File: config.mk
export PLATFORM = sky130hd
export DESIGN_NAME = uart_tx_arbiter_flat
export DESIGN_NICKNAME = d
export VERILOG_FILES = /design/src/rtl/uart_tx_arbiter_if.sv /design/src/rtl/uart_tx_arbiter.sv /design/src/flat_wrapper.sv
export SDC_FILE = /design/constraint.sdc
export NUM_CORES = 1
export LEC_CHECK = 0
export CORE_MARGIN = 8
export CORE_UTILIZATION = 50
export DETAILED_ROUTE_END_ITERATION = 12
export GPL_TIMING_DRIVEN = 0
export HOLD_SLACK_MARGIN = 0.1
export PLACE_DENSITY = 0.91
export SYNTH_ARGS = -nofsm -noshare
export SYNTH_HDL_FRONTEND = slang
export SYNTH_SLANG_ARGS = --single-unit
File: constraint.sdc
create_clock -name clk_in -period 3.4 [get_ports clk_in]
set_clock_uncertainty 0.2 [all_clocks]
set_input_delay 0.68 -clock clk_in [delete_from_list [all_inputs] [get_ports clk_in]]
set_output_delay 0.68 -clock clk_in [all_outputs]
set_load 0.1 [all_outputs]
File: src/rtl/uart_tx_arbiter_if.sv
// Purpose: bundles the requester-side and uart_tx-side signals of uart_tx_arbiter.
// Ports  : req_valid_in/req_data_in/req_last_in/req_ready_out per requester;
//          tx_data_out/tx_enable_out/tx_busy_in/tx_done_in to uart_tx; grant/lock/timeout status.
// Modports: slave = arbiter view, master = producer/uart_tx/testbench view.
interface uart_tx_arbiter_if #(
    parameter int NUM_REQ = 4
);
    localparam int GW = (NUM_REQ > 1) ? $clog2(NUM_REQ) : 1;

    logic [NUM_REQ-1:0]   req_valid_in;
    logic [8*NUM_REQ-1:0] req_data_in;
    logic [NUM_REQ-1:0]   req_last_in;
    logic [NUM_REQ-1:0]   req_ready_out;
    logic [7:0]           tx_data_out;
    logic                 tx_enable_out;
    logic                 tx_busy_in;
    logic                 tx_done_in;
    logic [GW-1:0]        grant_out;
    logic                 locked_out;
    logic [15:0]          timeout_count_out;

    modport slave (
        input  req_valid_in, req_data_in, req_last_in, tx_busy_in, tx_done_in,
        output req_ready_out, tx_data_out, tx_enable_out, grant_out, locked_out,
               timeout_count_out
    );

    modport master (
        output req_valid_in, req_data_in, req_last_in, tx_busy_in, tx_done_in,
        input  req_ready_out, tx_data_out, tx_enable_out, grant_out, locked_out,
               timeout_count_out
    );
endinterface

File: src/rtl/uart_tx_arbiter.sv
// Purpose: round-robin, packet-locked sharing of one uart_tx between NUM_REQ byte sources.
// Latency: enable/ready pulse one cycle after a qualifying valid; next byte two cycles after done.
// Backpressure: no launch while tx_busy_in=1 or a byte is in flight; locked packets hold the grant.
// Ports: clk_in, rst_n_in (async active-low); bus (slave modport) carries requester and uart_tx signals.
module uart_tx_arbiter #(
    parameter int NUM_REQ      = 4,
    parameter int HOLD_TIMEOUT = 1_000_000
) (
    input  logic             clk_in,
    input  logic             rst_n_in,
    uart_tx_arbiter_if.slave bus
);
    localparam int GW = (NUM_REQ > 1) ? $clog2(NUM_REQ) : 1;
    localparam int CW = $clog2(HOLD_TIMEOUT + 1);

    typedef enum logic [1:0] {
        IDLE      = 2'd0,
        WAIT_DONE = 2'd1,
        HOLD      = 2'd2
    } state_t;

    state_t              state_q, state_d;
    logic [GW-1:0]       ptr_q, ptr_d;
    logic [GW-1:0]       grant_q, grant_d;
    logic [7:0]          data_q, data_d;
    logic                last_q, last_d;
    logic [NUM_REQ-1:0]  ready_q, ready_d;
    logic                enable_q, enable_d;
    logic                locked_q, locked_d;
    logic [CW-1:0]       hold_cnt_q, hold_cnt_d;
    logic [15:0]         tmo_cnt_q, tmo_cnt_d;

    logic [7:0]          req_byte [NUM_REQ];
    logic                win_found;
    logic [GW-1:0]       win_idx;
    logic [GW-1:0]       cand;
    logic                do_launch;
    logic [GW-1:0]       launch_idx;

    for (genvar gi = 0; gi < NUM_REQ; gi++) begin : g_unpack
        assign req_byte[gi] = bus.req_data_in[8*gi +: 8];
    end

    // Rotating priority: search starts just after the last packet's owner and
    // wraps at NUM_REQ-1, so non-power-of-2 counts never select a ghost index.
    always_comb begin
        win_found = 1'b0;
        win_idx   = '0;
        cand      = '0;
        for (int i = 1; i <= NUM_REQ; i++) begin
            cand = GW'((int'(ptr_q) + i) % NUM_REQ);
            if (!win_found && bus.req_valid_in[cand]) begin
                win_found = 1'b1;
                win_idx   = cand;
            end
        end
    end

    always_comb begin
        state_d    = state_q;
        ptr_d      = ptr_q;
        grant_d    = grant_q;
        data_d     = data_q;
        last_d     = last_q;
        ready_d    = '0;
        enable_d   = 1'b0;
        locked_d   = locked_q;
        hold_cnt_d = hold_cnt_q;
        tmo_cnt_d  = tmo_cnt_q;
        do_launch  = 1'b0;
        launch_idx = win_idx;

        case (state_q)
            IDLE: begin
                if (win_found && !bus.tx_busy_in) begin
                    do_launch  = 1'b1;
                    launch_idx = win_idx;
                end
            end
            WAIT_DONE: begin
                if (bus.tx_done_in) begin
                    if (last_q) begin
                        locked_d = 1'b0;
                        ptr_d    = grant_q;
                        state_d  = IDLE;
                    end else begin
                        locked_d   = 1'b1;
                        hold_cnt_d = '0;
                        state_d    = HOLD;
                    end
                end
            end
            HOLD: begin
                // Only the lock owner may continue; everyone else waits.
                if (bus.req_valid_in[grant_q] && !bus.tx_busy_in) begin
                    do_launch  = 1'b1;
                    launch_idx = grant_q;
                end else if (hold_cnt_q == CW'(HOLD_TIMEOUT - 1)) begin
                    locked_d = 1'b0;
                    ptr_d    = grant_q;
                    state_d  = IDLE;
                    if (tmo_cnt_q != 16'hFFFF) begin
                        tmo_cnt_d = tmo_cnt_q + 16'd1;
                    end
                end else begin
                    hold_cnt_d = hold_cnt_q + 1'b1;
                end
            end
            default: state_d = IDLE;
        endcase

        // Shared launch path for IDLE and HOLD: everything registers together so
        // enable, ready, grant and data appear in the same cycle.
        if (do_launch) begin
            state_d             = WAIT_DONE;
            grant_d             = launch_idx;
            data_d              = req_byte[launch_idx];
            last_d              = bus.req_last_in[launch_idx];
            ready_d[launch_idx] = 1'b1;
            enable_d            = 1'b1;
            // A last byte sent under lock keeps locked_out high until its done.
            locked_d            = locked_q | ~bus.req_last_in[launch_idx];
        end
    end

    always_ff @(posedge clk_in or negedge rst_n_in) begin
        if (!rst_n_in) begin
            state_q    <= IDLE;
            ptr_q      <= GW'(NUM_REQ - 1);
            grant_q    <= '0;
            data_q     <= '0;
            last_q     <= 1'b0;
            ready_q    <= '0;
            enable_q   <= 1'b0;
            locked_q   <= 1'b0;
            hold_cnt_q <= '0;
            tmo_cnt_q  <= '0;
        end else begin
            state_q    <= state_d;
            ptr_q      <= ptr_d;
            grant_q    <= grant_d;
            data_q     <= data_d;
            last_q     <= last_d;
            ready_q    <= ready_d;
            enable_q   <= enable_d;
            locked_q   <= locked_d;
            hold_cnt_q <= hold_cnt_d;
            tmo_cnt_q  <= tmo_cnt_d;
        end
    end

    assign bus.req_ready_out     = ready_q;
    assign bus.tx_data_out       = data_q;
    assign bus.tx_enable_out     = enable_q;
    assign bus.grant_out         = grant_q;
    assign bus.locked_out        = locked_q;
    assign bus.timeout_count_out = tmo_cnt_q;
endmodule
File: src/flat_wrapper.sv
// flat-port wrapper written by rule: the top's interface ports become plain ports
module uart_tx_arbiter_flat 
#(
    parameter int NUM_REQ      = 4,
    parameter int HOLD_TIMEOUT = 1_000_000
)
  (clk_in, rst_n_in, bus_req_valid_in, bus_req_data_in, bus_req_last_in, bus_tx_busy_in, bus_tx_done_in, bus_req_ready_out, bus_tx_data_out, bus_tx_enable_out, bus_grant_out, bus_locked_out, bus_timeout_count_out);
  uart_tx_arbiter_if #(.NUM_REQ(NUM_REQ)) bus_i ();
  input  logic clk_in;
  input  logic rst_n_in;
  input wire logic [$bits(bus_i.req_valid_in)-1:0] bus_req_valid_in;
  input wire logic [$bits(bus_i.req_data_in)-1:0] bus_req_data_in;
  input wire logic [$bits(bus_i.req_last_in)-1:0] bus_req_last_in;
  input wire logic [$bits(bus_i.tx_busy_in)-1:0] bus_tx_busy_in;
  input wire logic [$bits(bus_i.tx_done_in)-1:0] bus_tx_done_in;
  output wire logic [$bits(bus_i.req_ready_out)-1:0] bus_req_ready_out;
  output wire logic [$bits(bus_i.tx_data_out)-1:0] bus_tx_data_out;
  output wire logic [$bits(bus_i.tx_enable_out)-1:0] bus_tx_enable_out;
  output wire logic [$bits(bus_i.grant_out)-1:0] bus_grant_out;
  output wire logic [$bits(bus_i.locked_out)-1:0] bus_locked_out;
  output wire logic [$bits(bus_i.timeout_count_out)-1:0] bus_timeout_count_out;
  assign bus_i.req_valid_in = bus_req_valid_in;
  assign bus_i.req_data_in = bus_req_data_in;
  assign bus_i.req_last_in = bus_req_last_in;
  assign bus_i.tx_busy_in = bus_tx_busy_in;
  assign bus_i.tx_done_in = bus_tx_done_in;
  assign bus_req_ready_out = bus_i.req_ready_out;
  assign bus_tx_data_out = bus_i.tx_data_out;
  assign bus_tx_enable_out = bus_i.tx_enable_out;
  assign bus_grant_out = bus_i.grant_out;
  assign bus_locked_out = bus_i.locked_out;
  assign bus_timeout_count_out = bus_i.timeout_count_out;
  uart_tx_arbiter #(.NUM_REQ(NUM_REQ), .HOLD_TIMEOUT(HOLD_TIMEOUT)) u_core (.clk_in(clk_in), .rst_n_in(rst_n_in), .bus(bus_i));
endmodule
==> impl_metrics.yaml, run 1 <==
drt:
  wl_met1_um: 3490
  first_pass_iters: 6
  drt.antenna.violating_nets: 0
  via_per_inst: 5.78
  drcViolationCount: 0
  vias: 2857
  first_iter_violations: 100
  wl_per_cell_um: 17.7
  top_layer: "met4"
  drt_wl_total_um: 8760
  routed-wl-met2_um: 4590
  routed-wl-met3_um: 425
logic_synthesis:
  async_reset_ff_share_pct: 100
  synth_xor_area_share_pct: 7.29
  ys_ff_latch: 57
  ys_types: 51
  yosys.area_share.simple_pct: 24.2
  ys.flop_type: "dfrtp_1"
  synth.area.mux_share_pct: 9.61
  yosys.area_share.adder_pct: 1.93
  ys_seq_area_share_pct: 44.1
  synth_nets: 374
  synth_top_family_by_area: "simple AND/OR/NAND/NOR gates"
  synth_cells: 325
  synth_compound_area_share_pct: 9.76
  ys_warn_count: 0
  syn_area_um2: 3240
  synth_edf_count: 0
  avgSynthCellArea_um2: 9.98
sta:
  fin_tns_setup_ps: 0
  rsz0062_at_grt: "false"
  drv_slew: 0
  worstMarginPinSlew_ps: 1210
  fmax_mhz: 322
  fin_crit_sh_pct: 91.5
  setup_viol: 0
  timing.hold.ws_ps: 158
  period_needed_ps: 3110
  max_slew_margin_pct: 18.9
  post-route-worst-setup-slack_ps: 290
  final_hold_viol_count: 0
cts:
  cts_root_buf: "clkbuf_8"
  cts.clk_slew.worst_paths_ps: 70
  postCtsSetupRepairBufs: 0
  cts_hold_buf: 0
  htree_levels: 3
  clock-sinks: 57
  cts_resized: 0
  cts_tree: "done"
  clock_latency_ps: 350
  cts_buffers: 9
  clk_path_buf_depth: 2
critical_path:
  cp_slowest_stage_delay_ps: 560
  crit_buf_inv: 1
  cp_slowest_cell: "nor2_1"
  r2r_slack_ps: 470
  cp_max_fo: 10
  cp.required_ps: 3360
  path_delay_family: "compound AO/OA/AOI/OAI gates"
  crit_chain: "clkdlybuf4s50_1, or2_2, a311oi_1, a21oi_1, nor2_1, a221oi_1"
  arrival_ps: 3070
  crit_type: "in -> reg"
  crit_path_start_kind: "input pin"
  worst_setup_path_end_kind: "flop"
status:
  status: "complete, no violations"
finish:
  diodes: 0
  n_fill_cell: 498
  area_growth_pct: 33.6
  final_util_pct: 68.6
  drive_gt1_share_pct: 8.63
  stdcell_area_um2: 4330
  final_nets: 461
  fin_cells: 494
placed_design:
  portBuffers: 75
  dpl.cell_count: 478
  dpl_cell_area_um2: 4110
  gp_congestion: 0.922
  dp_hpwl_um: 6590
  place_ws_ps: -37.1
die:
  ios: 76
  rows: 29
  core_area_um2: 6310
  die_w_um: 96.5
  initial_utilization_pct: 51.4
  die_area_um2: 9320
  die_h_um: 96.5
pwr:
  p_leak_nw: 1.84
  power.total_mw: 3.13
  power_density_nw_per_um2: 722
  worst_ir_drop_vdd_mv: 0.813
job:
  maxCapViolCount: 0
global_routing:
  grt_pass1_wl_um: 13700
  antenna_found_initial: 0
  grtUsageTotal_pct: 18.9
  grt_pass1_vias: 2863
  grt_remaining_overflow: 0
  grt_start_max_net_pins: 31
worst_hold_path:
  holdCritPathClass: "in -> async"
==> per-layer routing <==
| layer | GRT usage [%] | up-vias |
|---|---|---|
| met2 | 32.7 | 78 |
| met4 | 10.2 | 0 |
| li1 | - | 1369 |
| met1 | 21.3 | 1392 |
| met5 | 0 | - |
| met3 | 3.86 | 18 |
==> cells in the mapped netlist (all sizes together), types with 4 or more instances <==
cell type	n	area (µm²)
nor4	13	81.3
a22o	4	35.0
xor2	14	123
buf	4	46.3
nor3	9	45.0
nand2	16	60.1
and3	8	50.1
nand4	10	62.6
a21oi	6	30.0
xnor2	13	114
o21ai	11	66.3
dfrtp	55	1380
clkbuf	7	26.3
and2	4	25.0
mux2	5	56.3
mux2i	23	255
nor2	41	154
nand3	14	70.1
a221oi	8	70.1
inv	8	30.0
nand2b	8	50.1
ha	5	62.6
nor4bb	4	40.0
==> worst register-to-register path, delay by kind of cell, from the launching register on <==
family / cells / cell delay [ps]
AOI/OAI and AO/OA: 1 / 230
adders and majority gates: 1 / 210
buffers and inverters: 3 / 780
DFF: 1 / 390
and+or+nand+nor: 4 / 1050
==> layout by cell type (no fill, tap or decap), types with 9 or more instances in the layout <==
cell type and n:
nand2_1 16, xor2_1 14, clkbuf_8 9, nand4_1 10, dfrtp_1 55, nor2_1 41, nor4_1 13, nor3_1 9
mux2i_1 21, clkdlybuf4s50_1 74, nand3_1 14, xnor2_1 13, o21ai_0 10
==> logic make-up (layout without fill, tap and decap cells) <==
| group | Yosys count | after routing |
|---|---|---|
| AOI/OAI and AO/OA | 43 | 43 |
| xor gates and xnor gates | 27 | 27 |
| adders and majority gates | 5 | 5 |
| buffers and inverters | 19 | 111 |
| DFF | 57 | 57 |
| muxes | 28 | 28 |
| and+or+nand+nor | 146 | 146 |
==> final timing paths <==
kind,startpoint,endpoint,depth (start not counted)
worst min-delay path,rst_n_in,u_core.hold_cnt_q[8]$_DFFE_PN0P_,1
worst max-delay path,bus_req_valid_in[1],u_core.bus.tx_data_out[1]$_DFFE_PN0P_,6
max in group asynchronous,rst_n_in,u_core.hold_cnt_q[17]$_DFFE_PN0P_,2
worst max register to register,u_core.state_q[0]$_DFFE_PN0P_,u_core.hold_cnt_q[7]$_DFFE_PN0P_,9
worst min register to register,u_core.bus.timeout_count_out[9]$_DFFE_PN0P_,u_core.bus.timeout_count_out[9]$_DFFE_PN0P_,1
min in group clk_in,u_core.bus.timeout_count_out[9]$_DFFE_PN0P_,u_core.bus.timeout_count_out[9]$_DFFE_PN0P_,1
==> power breakdown <==
group,switching [mW],internal [mW]
clock network,0.313,0.420
logic,1.03,0.480
registers,0.0842,0.799
total,1.43,1.70
==> registers in the layout, indices dropped and copies added (netlist names) <==
signal / cells
u_core.bus.grant_out: 2
u_core.bus.locked_out: 1
u_core.bus.req_ready_out: 4
u_core.bus.timeout_count_out: 16
u_core.bus.tx_data_out: 8
u_core.bus.tx_enable_out: 1
u_core.hold_cnt_q: 20
u_core.last_q: 1
u_core.ptr_q: 2
u_core.state_q: 2
==> cell type report <==
cell class | instances | area (µm²) | share of cell area [%]
Multi-Input combinational cell | 249 | 1710 | 39.5
Sequential cell | 57 | 1430 | 33.0
Timing Repair Buffer | 76 | 766 | 17.7
Clock buffer | 9 | 124 | 2.86
Clock inverter | 7 | 103 | 2.37
Tap cell | 77 | 96.3 | 2.22
Buffer | 11 | 72.6 | 1.68
Inverter | 8 | 30.0 | 0.693
(Power assumes the default switching activity.)
==> run 2: changes to the inputs <==
- CORE_ASPECT_RATIO: unset -> 2
- SETUP_SLACK_MARGIN: unset -> 0.15
==> impl_metrics.yaml, run 2 (synthesized netlist as in run 1, its figures left out) <==
cts:
  cts_buffers: 9
  clock-sinks: 57
  cts_tree: "done"
  clock_latency_ps: 330
  cts.clk_slew.worst_paths_ps: 50
  cts_root_buf: "clkbuf_16"
  htree_levels: 3
  clk_path_buf_depth: 2
critical_path:
  r2r_cells: 8
  cp_max_fo: 10
  r2r_slack_ps: 580
  crit_type: "in -> reg"
  crit_path_start_kind: "input pin"
  arrival_ps: 3070
  cp.required_ps: 3360
  worst_setup_path_end_kind: "flop"
global_routing:
  grtUsageTotal_pct: 22.7
  antenna_found_initial: 0
  grt_remaining_overflow: 0
  grt_start_max_net_pins: 31
  grt_pass1_wl_um: 16300
  grt_pass1_vias: 3312
sta:
  timing.hold.ws_ps: 190
  max_slew_margin_pct: 33.0
  final_hold_viol_count: 0
  period_needed_ps: 3110
  fin_tns_setup_ps: 0
  rsz0062_at_grt: "false"
  drv_slew: 0
  worstMarginPinSlew_ps: 1000
  setup_viol: 0
  fmax_mhz: 322
  fin_crit_sh_pct: 91.4
drt:
  drt_wl_total_um: 10300
  drt.antenna.violating_nets: 0
  drcViolationCount: 0
  wl_per_cell_um: 20.4
  first_pass_iters: 4
  via_per_inst: 6.14
  vias: 3089
  first_iter_violations: 234
finish:
  drive_gt1_share_pct: 10.1
  final_nets: 461
  area_growth_pct: 38.6
  layout_commonest_cell: "clkdlybuf4s50_1"
  diodes: 0
  top_register: "u_core.hold_cnt_q"
  largest_reg_flops: 20
  n_fill_cell: 434
  mostFrequentLayoutCells: "clkdlybuf4s50_1 (74), dfrtp_1 (55), nor2_1 (39)"
pwr:
  p_leak_nw: 1.92
  power_density_nw_per_um2: 780
  worst_ir_drop_vdd_mv: 0.548
placed_design:
  portBuffers: 75
  gp_congestion: 0.984
  dp_hpwl_um: 7100
die:
  initial_utilization_pct: 51.4
  die_w_um: 73.0
  die_area_um2: 9480
  die_h_um: 130
  rows: 41
  core_area_um2: 6310
  ios: 76
status:
  status: "complete, no violations"
worst_hold_path:
  holdCritPathClass: "in -> async"
job:
  maxCapViolCount: 0
-- run 2: cell count changes in the layout (fill, tap and decap cells not counted), sizes merged --
cell and change:
clkbuf +3, clkinv -2, bufinv +1, inv -2
-- run 2: timing repair --
action                     4_1_cts  5_1_grt
hold buffers                     0        0
setup endpoints to repair        0       18
gates resized for setup          0        8
buffers inserted                 0        0
-- run 2: cell type report --
type / instances / area [µm²] / share of cell area, %
multi-input cells: 249 / 1720 / 38.3
repair buffers: 76 / 766 / 17.0
inverters: 8 / 30.0 / 0.668
flip-flops and latches: 57 / 1430 / 31.8
clock buffers: 12 / 267 / 5.93
clock inverters: 4 / 97.6 / 2.17
well taps: 86 / 108 / 2.39
plain buffers: 11 / 76.3 / 1.70
-- run 2: critical path, cell delays in order --
cell	delay, ps
clkdlybuf4s50_1	580
mux2i_4	270
o22ai_2	170
or4_4	580
o21ai_4	130
buf_12	180
mux2i_1	320
a221oi_1	160
-- run 2: report_power, final --
group	total (mW)	internal, mW	switching [mW]
Combinational	1.53	0.485	1.05
Clock	1.09	0.774	0.311
Sequential	0.889	0.801	0.0882
-- run 2: through the flow --
| stage | instance area [µm²] | total power [mW] | instances | setup WS (ps) | utilization (%) |
|---|---|---|---|---|---|
| 3_5_place_dp | 4120 | 2.39 | 487 | -107 | 65.2 |
| 2_1_floorplan | 3240 | 2.00 | 325 | 410 | - |
| 3_3_place_gp | 4100 | 2.34 | 486 | -242 | 65.0 |
| 6_report | 4490 | 3.51 | 503 | 291 | 71.2 |
| 5_1_grt | 4490 | 3.63 | 503 | 183 | 71.2 |
| 4_1_cts | 4480 | 3.50 | 503 | 164 | 71.0 |
-- run 2: final timing paths --
check                                                                   from                                           end
worst max-delay path                                     bus_req_valid_in[1]         u_core.bus.tx_data_out[1]$_DFFE_PN0P_
worst min-delay path                                                rst_n_in             u_core.bus.locked_out$_DFFE_PN0P_
worst max register to register              u_core.hold_cnt_q[0]$_DFFE_PN0P_             u_core.hold_cnt_q[16]$_DFFE_PN0P_
worst min register to register  u_core.bus.timeout_count_out[11]$_DFFE_PN0P_  u_core.bus.timeout_count_out[11]$_DFFE_PN0P_
max in group asynchronous                                           rst_n_in              u_core.hold_cnt_q[8]$_DFFE_PN0P_
min in group clk_in             u_core.bus.timeout_count_out[11]$_DFFE_PN0P_  u_core.bus.timeout_count_out[11]$_DFFE_PN0P_
-- run 2: per-layer routing --
layer  part of all wire, %  routed length [µm]  track usage (%)  vias up
met1                    35                3570             20.7     1513
li1                      -                   -                -     1368
met2                    54                5490             40.6      167
met3                   7.4                 755             6.84       41
met5                     0                   0                0        -
met4                   4.3                 438             16.6        0
==> run 3: changes to the inputs <==
- CELL_PAD_IN_SITES_DETAIL_PLACEMENT: unset -> 0
- CELL_PAD_IN_SITES_GLOBAL_PLACEMENT: unset -> 2
- CORE_UTILIZATION: 50 -> 31
==> impl_metrics.yaml, run 3 (synthesized netlist as in run 1, its figures left out) <==
cts:
  clk_path_buf_depth: 2
  clock_latency_ps: 330
  cts_buffers: 9
  cts_root_buf: "clkbuf_16"
  cts_hold_buf: 0
  htree_levels: 3
  cts_resized: 0
  clock-sinks: 57
  postCtsSetupRepairBufs: 0
  cts.clk_slew.worst_paths_ps: 50
  cts_tree: "done"
drt:
  via_per_inst: 5.07
  drt.antenna.violating_nets: 0
  wl_per_cell_um: 15.8
  drcViolationCount: 0
  first_pass_iters: 4
  first_iter_violations: 86
  drt_wl_total_um: 8720
  vias: 2801
pwr:
  worst_ir_drop_vdd_mv: 0.327
  power_density_nw_per_um2: 739
  power.total_mw: 3.32
  p_leak_nw: 1.89
die:
  die_h_um: 161
  rows: 53
  die_w_um: 88.3
  ios: 76
  core_area_um2: 10300
  die_area_um2: 14200
  initial_utilization_pct: 31.3
global_routing:
  busiest_layer: "met2"
  grt_pass1_vias: 2897
  grt_start_max_net_pins: 32
  grtUsageTotal_pct: 13.0
  grt_remaining_overflow: 0
  grt_pass1_wl_um: 14500
  antenna_found_initial: 0
  grt_util_met2_pct: 19.9
  grtUsageMet3_pct: 4.35
  use_met1_pct: 16.4
finish:
  layout_commonest_cell: "clkdlybuf4s50_1"
  area_growth_pct: 38.6
  stdcell_area_um2: 4500
  n_fill_cell: 1058
  top_register: "u_core.hold_cnt_q"
  drive_gt1_share_pct: 8.41
  final_nets: 461
  diodes: 0
  mostFrequentLayoutCells: "clkdlybuf4s50_1 (74), dfrtp_1 (55), nor2_1 (40)"
  largest_reg_flops: 20
  final_util_pct: 43.5
  fin_cells: 553
critical_path:
  worst_setup_path_end_kind: "flop"
  crit_chain: "clkdlybuf4s50_1, or2_2, a311oi_1, a21oi_1, nor2_1, a221oi_1"
  cp.required_ps: 3340
  cp_slowest_stage_delay_ps: 560
  crit_buf_inv: 1
  cp_slowest_cell: "nor2_1"
  path_delay_family: "simple AND/OR/NAND/NOR gates"
  arrival_ps: 2980
  cp_max_fo: 10
  crit_type: "in -> reg"
  crit_path_start_kind: "input pin"
placed_design:
  portBuffers: 75
  dpl.cell_count: 538
  dpl_cell_area_um2: 4180
  gp_congestion: 0.795
  dp_hpwl_um: 6370
sta:
  worstMarginPinSlew_ps: 1230
  final_hold_viol_count: 0
  period_needed_ps: 3040
  max_slew_margin_pct: 17.6
  timing.hold.ws_ps: 180
  rsz0062_at_grt: "false"
  setup_viol: 0
  fmax_mhz: 329
  drv_slew: 0
  fin_crit_sh_pct: 89.4
job:
  maxCapViolCount: 0
status:
  status: "complete, no violations"
worst_hold_path:
  holdCritPathClass: "in -> async"
-- run 3: cell count changes in the layout (fill, tap and decap cells not counted) --
cell / previous run / this run
bufinv_16: 3 / 2
clkbuf_1: 4 / 8
clkbuf_2: 3 / 1
clkbuf_8: 3 / 1
clkinv_2: 0 / 1
clkinvlp_4: 1 / 0
nor2_1: 39 / 40
nor2_2: 2 / 1
o31ai_1: 1 / 2
o31ai_2: 1 / 0
-- run 3: path summary, 6_finish.rpt --
| kind | start | depth (start not counted) | slack, ps | to |
|---|---|---|---|---|
| worst max-delay path | bus_req_valid_in[1] | 6 | 360 | u_core.bus.tx_data_out[7]$_DFFE_PN0P_ |
| worst min-delay path | rst_n_in | 1 | 180 | u_core.hold_cnt_q[17]$_DFFE_PN0P_ |
| worst max register to register | u_core.state_q[0]$_DFFE_PN0P_ | 9 | 580 | u_core.hold_cnt_q[8]$_DFFE_PN0P_ |
| worst min register to register | u_core.bus.timeout_count_out[14]$_DFFE_PN0P_ | 1 | 290 | u_core.bus.timeout_count_out[14]$_DFFE_PN0P_ |
| max in group asynchronous | rst_n_in | 2 | 2230 | u_core.bus.timeout_count_out[12]$_DFFE_PN0P_ |
| min in group clk_in | u_core.bus.timeout_count_out[14]$_DFFE_PN0P_ | 1 | 290 | u_core.bus.timeout_count_out[14]$_DFFE_PN0P_ |
-- run 3: cell type report --
class | count | area [µm²] | area share [%]
Sequential cell | 57 | 1430 | 31.8
Buffer | 11 | 73.8 | 1.64
Clock inverter | 3 | 65.1 | 1.45
Timing Repair Buffer | 76 | 766 | 17.0
Tap cell | 137 | 171 | 3.81
Multi-Input combinational cell | 249 | 1710 | 38.1
Clock buffer | 12 | 246 | 5.48
Inverter | 8 | 30.0 | 0.668
-- run 3: where the power goes --
| group | internal (mW) | switching, mW |
|---|---|---|
| Combinational | 0.481 | 1.01 |
| Sequential | 0.801 | 0.0742 |
| Clock | 0.655 | 0.300 |
| Total | 1.94 | 1.39 |
-- run 3: per-stage QoR --
| stage | setup WS [ps] | TNS, ps |
|---|---|---|
| after global routing | 173 | 0 |
| after detailed placement | -76.9 | -1000 |
| final | 360 | 0 |
| after floorplan | 410 | 0 |
| after CTS | 252 | 0 |
| after global placement | -507 | -28260 |
-- run 3: layer usage --
metal	vias to the layer above	part of all wire (%)
met1	1348	45
li1	1363	-
met4	0	1.3
met5	-	0
met2	79	47
met3	11	7.0
-- run 3: worst register-to-register path: stages (launching register included) --
cell	delay (ps)
dfrtp_1	370
inv_1	90
ha_1	230
or3b_1	410
o22ai_2	230
nand2b_1	330
clkbuf_2	300
nor2_1	130
clkbuf_1	270
nor2_1	170
